File: src/rtl/jk_seq_pkg.sv
// jk_seq_pkg: shared types and constants for the JK stimulus sequencer.
package jk_seq_pkg;

   // Width of the hold field stored in each step-table entry.
   localparam int SEQ_HW = 8;

   typedef enum logic [1:0] {
      IDLE = 2'd0,
      RUN  = 2'd1,
      DONE = 2'd2
   } state_e;

   // JK codes as seen by the downstream flop, {J,K}.
   localparam logic [1:0] JK_HOLD = 2'b00;
   localparam logic [1:0] JK_RST  = 2'b01;
   localparam logic [1:0] JK_SET  = 2'b10;
   localparam logic [1:0] JK_TGL  = 2'b11;

   typedef struct packed {
      logic [1:0]        jk;
      logic [SEQ_HW-1:0] hold;
   } step_t;

endpackage

File: src/rtl/jk_seq_model.sv
// jk_seq_model: reference model of the downstream JK flop. Tracks the expected
// q (qm) from the applied JK code and raises a sticky mismatch flag when the
// observed q disagrees. The model only becomes trusted after the first
// explicit set or reset, because the real flop powers up unknown.
import jk_seq_pkg::*;

module jk_seq_model (
   input  logic       clk_i,
   input  logic       rst_i,
   input  logic       clr_i,
   input  logic [1:0] jk_i,
   input  logic       q_obs_i,
   output logic       mismatch_o
);

   logic qm_q, qm_d;
   logic mv_q, mv_d;
   logic mis_q, mis_d;

   // Next model state: JK truth table, validity tracking and sticky compare.
   always_comb begin
      qm_d  = qm_q;
      mv_d  = mv_q | (jk_i == JK_RST) | (jk_i == JK_SET);
      mis_d = mis_q | (mv_q & (q_obs_i != qm_q));
      case (jk_i)
         JK_RST:  qm_d = 1'b0;
         JK_SET:  qm_d = 1'b1;
         JK_TGL:  qm_d = ~qm_q;
         default: qm_d = qm_q;
      endcase
      if (clr_i) begin
         mv_d  = 1'b0;
         mis_d = 1'b0;
      end
   end

   // Model registers.
   always_ff @(posedge clk_i or posedge rst_i) begin
      if (rst_i) begin
         qm_q  <= 1'b0;
         mv_q  <= 1'b0;
         mis_q <= 1'b0;
      end else begin
         qm_q  <= qm_d;
         mv_q  <= mv_d;
         mis_q <= mis_d;
      end
   end

   assign mismatch_o = mis_q;

endmodule

File: src/rtl/jk_seq_gen.sv
// jk_seq_gen: programmable JK stimulus sequencer feeding a JK flop.
// Plays steps 0..last of a small (jk, hold) table, each lasting hold+1 cycles,
// once or looped, with start/busy/done handshake and abort.
// Optional q checker enabled by defining JK_SEQ_QCHK_EN.
import jk_seq_pkg::*;

module jk_seq_gen #(
   parameter int NSTEPS = 4,
   parameter int AW     = 2,
   parameter int HW     = 8
) (
   input  logic          clk,
   input  logic          rst,
   input  logic          cfg_we,
   input  logic [AW-1:0] cfg_addr,
   input  logic [1:0]    cfg_jk,
   input  logic [HW-1:0] cfg_hold,
   input  logic [AW-1:0] cfg_last,
   input  logic          loop,
   input  logic          start,
   input  logic          abort,
   input  logic          q_obs,
   output logic [1:0]    JK,
   output logic          busy,
   output logic          done,
   output logic [AW-1:0] step_idx,
   output logic          mismatch
);

   state_e        state_q, state_d;
   logic [AW-1:0] step_q, step_d, step_nx;
   logic [HW-1:0] cnt_q, cnt_d;
   logic [1:0]    jk_q, jk_d;
   logic          busy_q, busy_d;
   logic          done_q, done_d;
   logic [AW-1:0] last_q, last_d;
   logic          loop_q, loop_d;
   logic          start_acc;
   step_t         tbl_q [NSTEPS];

   // Next-state and registered-output logic of the sequencer FSM.
   always_comb begin
      state_d   = state_q;
      step_d    = step_q;
      cnt_d     = cnt_q;
      jk_d      = jk_q;
      busy_d    = 1'b0;
      done_d    = 1'b0;
      last_d    = last_q;
      loop_d    = loop_q;
      start_acc = 1'b0;
      step_nx   = step_q + AW'(1);
      case (state_q)
         IDLE: begin
            jk_d = JK_HOLD;
            if (start && !abort) begin
               start_acc = 1'b1;
               last_d    = cfg_last;
               loop_d    = loop;
               state_d   = RUN;
               step_d    = '0;
               jk_d      = tbl_q[0].jk;
               cnt_d     = HW'(tbl_q[0].hold);
               busy_d    = 1'b1;
            end
         end
         RUN: begin
            if (abort) begin
               state_d = IDLE;
               jk_d    = JK_HOLD;
               step_d  = '0;
               cnt_d   = '0;
            end else if (cnt_q != '0) begin
               cnt_d  = cnt_q - HW'(1);
               busy_d = 1'b1;
            end else if (step_q != last_q) begin
               step_d = step_nx;
               jk_d   = tbl_q[step_nx].jk;
               cnt_d  = HW'(tbl_q[step_nx].hold);
               busy_d = 1'b1;
            end else if (loop_q) begin
               // Wrap straight back to entry 0 so the pattern has no gap.
               step_d = '0;
               jk_d   = tbl_q[0].jk;
               cnt_d  = HW'(tbl_q[0].hold);
               busy_d = 1'b1;
            end else begin
               state_d = DONE;
               jk_d    = JK_HOLD;
               done_d  = 1'b1;
            end
         end
         DONE: begin
            jk_d    = JK_HOLD;
            state_d = IDLE;
         end
         default: begin
            jk_d    = JK_HOLD;
            state_d = IDLE;
         end
      endcase
   end

   // Sequencer state and output registers.
   always_ff @(posedge clk or posedge rst) begin
      if (rst) begin
         state_q <= IDLE;
         step_q  <= '0;
         cnt_q   <= '0;
         jk_q    <= JK_HOLD;
         busy_q  <= 1'b0;
         done_q  <= 1'b0;
         last_q  <= '0;
         loop_q  <= 1'b0;
      end else begin
         state_q <= state_d;
         step_q  <= step_d;
         cnt_q   <= cnt_d;
         jk_q    <= jk_d;
         busy_q  <= busy_d;
         done_q  <= done_d;
         last_q  <= last_d;
         loop_q  <= loop_d;
      end
   end

   // Step table; frozen while a sequence is running so playback is stable.
   always_ff @(posedge clk or posedge rst) begin
      if (rst) begin
         for (int i = 0; i < NSTEPS; i++) tbl_q[i] <= '0;
      end else if (cfg_we && state_q != RUN) begin
         tbl_q[cfg_addr] <= {cfg_jk, SEQ_HW'(cfg_hold)};
      end
   end

   assign JK       = jk_q;
   assign busy     = busy_q;
   assign done     = done_q;
   assign step_idx = step_q;

`ifdef JK_SEQ_QCHK_EN
   jk_seq_model u_model (
      .clk_i      (clk),
      .rst_i      (rst),
      .clr_i      (start_acc),
      .jk_i       (jk_q),
      .q_obs_i    (q_obs),
      .mismatch_o (mismatch)
   );
`else
   logic unused_chk;
   assign unused_chk = ^{q_obs, start_acc};
   assign mismatch   = 1'b0;
`endif

endmodule
File: config.mk
export PLATFORM = sky130hd
export DESIGN_NAME = jk_seq_gen
export DESIGN_NICKNAME = d
export VERILOG_FILES = /design/src/rtl/jk_seq_pkg.sv /design/src/rtl/jk_seq_model.sv /design/src/rtl/jk_seq_gen.sv
export SDC_FILE = /design/constraint.sdc
export NUM_CORES = 1
export LEC_CHECK = 0
export ABC_AREA = 1
export CORE_ASPECT_RATIO = 1.2
export CORE_UTILIZATION = 62
export CTS_CLUSTER_DIAMETER = 120
export DETAILED_ROUTE_END_ITERATION = 10
export GPL_TIMING_DRIVEN = 0
export HOLD_SLACK_MARGIN = 0.08
export PLACE_DENSITY = 0.94
export SLEW_MARGIN = 10
export SYNTH_ARGS = -nofsm -noshare
export SYNTH_HDL_FRONTEND = slang
export SYNTH_HIERARCHICAL = 1
export SYNTH_SLANG_ARGS = --single-unit
File: constraint.sdc
create_clock -name clk -period 4 [get_ports clk]
set_input_delay 0.8 -clock clk [delete_from_list [all_inputs] [get_ports clk]]
set_output_delay 0.8 -clock clk [all_outputs]
set_load 0.01 [all_outputs]
## Word level (Yosys, flattened, before mapping)

Cells that the tools add are included.
Widths: inputs -> output; s select.

| word-level totals | value |
|---|---|
| bits in registers | 59 |
| output and inout bits | 7 |
| word-level logic and storage cells | 84 |

| operators by class | value |
|---|---|
| add/sub/neg operators | 2 |
| magnitude comparators | 3 |
| eq/ne operators | 9 |
| mux-type cells | 41 |
| bitwise operators | 2 |
| reduce and logical (&&, ||, !) cells | 11 |

Operator list:

| kind | count |
|---|---|
| $bwmux 40 | 1 |
| $mux 8 | 5 |
| $mux 10 | 3 |
| $mux 2 | 15 |
| $bmux 10 s2 | 1 |
| $demux 10 s2 | 1 |
| $pmux 8 s2 | 1 |
| $pmux 2 s2 | 3 |
| $mux 1 | 10 |
| $ne 3x3->1 const B | 3 |
| $reduce_and 4->1 | 2 |
| $reduce_bool 8->1 | 1 |
| $sub 8x1->8 const B | 1 |
| $ge 3x3->1 const B | 2 |
| $not 2->3 | 2 |
| $ne 5x5->1 const B | 1 |
| $ne 4x4->1 const B | 1 |
| $logic_and 1x1->1 | 3 |
| $lt 3x1->1 const B | 1 |
| $reduce_and 3->1 | 1 |
| $add 2x1->2 const B | 1 |
| $eq 2x1->1 const B | 1 |
| $logic_not 2->1 | 1 |
| $ne 2x1->1 const B | 1 |
| 6 further kinds | 6 |

## Depth between registers and ports, before layout

| logic depth | value |
|---|---|
| word-level depth | 9 |
| mapped depth | 12 |
| mapped depth without buffers | 11 |

## Worst setup path after synthesis

No wires, ideal clock.

| timing | value |
|---|---|
| kind | input to register |
| from | input port abort |
| to | register cnt_q[7] |
| arrival time | 1.558 ns |
| data required time | 3.883 ns |
| path slack | 2.325 ns |
| stages | 8 |
| buffers on the path | 0 |
| cells stage by stage | inv_1 nand3_4 nor2_2 nand3_4 nand2_4 inv_4 nor2_1 nor2_1 |

| on the way | value |
|---|---|
| word-level cells in the longest chain between the ends | 4 |
| elaborated cells on any way between the ends | 7 |

Ends and longest elaborated chain:

| element | line | text |
|---|---|---|
| start, declared | jk_seq_gen.sv:21 | `input logic abort,` |
| $logic_not 1->1 | jk_seq_gen.sv:56 | `if (start && !abort) begin` |
| $logic_and 1x1->1 | jk_seq_gen.sv:56 |  |
| $ne 2x2->1 (no source line) | n/a |  |
| $reduce_and 3->1 (no source line) | n/a |  |
| end signal, assigned | jk_seq_gen.sv:118 | `cnt_q <= cnt_d;` |
| end, declared | jk_seq_gen.sv:32 | `logic [HW-1:0] cnt_q, cnt_d;` |

Parallel ways exist; a longest one is shown, timed or not.
A chain may end at the register's enable or synchronous reset.

## Worst setup path after layout

| timing | value |
|---|---|
| from | register step_q[0], in the netlist step_idx[0] |
| to | output port step_idx[0] |

RTL lines:

| element | line | text |
|---|---|---|
| start, declared | jk_seq_gen.sv:31 | `logic [AW-1:0] step_q, step_d, step_nx;` |
| start signal, assigned | jk_seq_gen.sv:117 | `step_q <= step_d;` |
| end, declared | jk_seq_gen.sv:26 | `output logic [AW-1:0] step_idx,` |

No word-level cell between the ends.

==> impl_metrics.ini <==
[synth]
ys_ff_latch = 59
ys_warn_count = 6
ys_seq_area_share_pct = 47.5
synth.area.top_cells = dfrtp_1, nand2_1, o21ai_0, inv_1, nand3_1
syn-cell-area_sq_um = 3110
syn_avg_cell_area_sq_um = 7.50
netlist.area_leader.share_pct = 47.5
yosysTopAreaCell = dfrtp_1
netlist_instances = 415
yosys.cell_types.count = 30
synth_nets = 437

[place]
hpwl_microns = 5140
gp_congestion = 0.846
io_buffers = 25

[route]
drt_iter0_drc = 245
drt_wl_total_microns = 7590
drtAntennaViolNets = 0
drcViolationCount = 0
drtPass1Iterations = 6
via_count = 2880
detail_route.wl_per_cell_microns = 14.8
vias_per_cell = 5.60

[worst_setup_path]
crit_chain = clkdlybuf4s50_1
cp-start-kind = flop
slowest_stage = clkdlybuf4s50_1
end_kind = output pin
arrival_ps = 1300
path_class = reg -> out
crit_required_ps = 3200
critPathMaxFanout = 2
cp_top_family = buffers and inverters
cp_num_buf_inv = 1
slowest_delay_ps = 560

[die]
die_x_microns = 66.7
initial_core_util_pct = 66.2
pin_count = 28
die_area_sq_um = 5310
core-area_sq_um = 4700
rows = 27
die_y_microns = 79.6

[sta]
period_minus_slack_ps = 2100
fin_crit_sh_pct = 52.4
hold_violations = 0
drv_slew = 0
fin_worst_skew_ps = 6.93
slew_headroom_pct = 55.7
rsz0062_at_grt = false
max_clock_freq_mhz = 477
fin_tns_setup_ps = 0
worst_slew_pin_slew_ps = 664
setup_viol = 0

[cts]
cts-htree-levels = 3
worstSkewPairLatency_ps = 340
post-cts-setup-buffers = 0
path_clk_slew_ps = 60
cts.sinks = 59
numCtsBuffers = 9
cts_tree = done
cts_root_buffer = clkbuf_8
clk_path_buf_depth = 2
ctsHoldBuffers = 0
cts.repair.resized = 0

[pwr]
p_leak_nw = 1.90
ir_drop_v = 0.000492
p_per_area_nw_per_um2 = 762
power_mw = 2.80

[min_path]
min_path_type = reg -> reg

[final_layout]
final_core_util_pct = 78.1
seqCellArea_sq_um = 1480
multi_input_area_sq_um = 1390
layout-drive-gt1-share_pct = 11.4
diodes = 0
layout_common_cells = nand2_1, dfrtp_1, o21ai_0
final_nets = 474
layout_commonest_cell = nand2_1
nFillCells = 329
areaGrowthSynthToFinish_pct = 17.9

[global_route]
track_usage_pct = 33.0
overflow = 0
grt_pass1_vias = 2889
grt_max_degree = 32
grt_pass1_wl_microns = 12800
antenna_found_initial = 0

[status]
outcome = complete, no violations

[flow_run]
drv_cap = 0
[cell type report]
class,instances,area share (%)
Sequential cell,59,40.3
Multi-Input combinational cell,299,37.8
Timing Repair Buffer,26,7.37
Clock buffer,14,4.98
Inverter,44,4.71
Buffer,13,2.05
Tap cell,58,1.98
Clock inverter,1,0.819
[registers in the layout, indices dropped and copies added, names as in the netlist]
| name | cells |
|---|---|
| step_idx | 2 |
| last_q | 2 |
| busy | 1 |
| cnt_q | 8 |
| done | 1 |
| loop_q | 1 |
| JK | 2 |
| state_q | 2 |
| tbl_q | 40 |
[worst paths after layout]
check,startpoint,to,slack (ps),cells after the start
min,tbl_q[3],tbl_q[3],480,2
min in group asynchronous,rst,tbl_q[1],890,2
min reg2reg,tbl_q[3],tbl_q[3],480,2
max,step_idx[0],step_idx[0],1900,1
max reg2reg,cnt_q[0],step_idx[0],2230,8
max in group asynchronous,rst,tbl_q[37],2510,3
[synthesized netlist by cell type (all sizes together)]
library cell and n:
nor2 33, ha 1, dfrtp 59, or2 1, xnor2 2, conb 1, xor2 2, nand2 170
a21oi 3, o21bai 1, clkbuf 4, inv 44, nor3 1, mux2i 1, buf 9, o21ai 53
a22oi 1, nand3 29
[layer usage]
layer | vias up | global-route usage, % | wire, microns
met4 | 0 | 23.6 | 392
met3 | 42 | 7.71 | 381
met5 | - | 0 | 0
met1 | 1358 | 38.0 | 2910
li1 | 1370 | - | -
met2 | 110 | 53.1 | 3910
[report_power, final]
group,internal (mW),switching [mW]
clock network,0.353,0.224
logic,0.424,0.727
registers,0.870,0.197
[stage by stage]
stage | area (sq um) | setup WS (ps) | hold WS (ps) | instances
3_5_place_dp | 3450 | 1780 | 471 | 499
5_1_grt | 3670 | 1890 | 504 | 514
4_1_cts | 3670 | 1910 | 486 | 514
2_1_floorplan | 3110 | 1740 | 446 | 415
6_report | 3670 | 1900 | 480 | 514
3_3_place_gp | 3430 | 799 | 460 | 498
[logic make-up (layout without fill, tap and decap cells)]
logic type      after synthesis  after routing  synth area share, %
flops                        59             59                 47.5
buf+inv                      57             98                 7.96
fa+ha+maj                     1              1                0.402
simple gates                234            234                 33.1
xor+xnor                      4              4                 1.13
other cells                   1              1                0.121
mux                           1              1                0.322
compound gates               58             58                 9.49
Power figures use the tool's default switching activity.
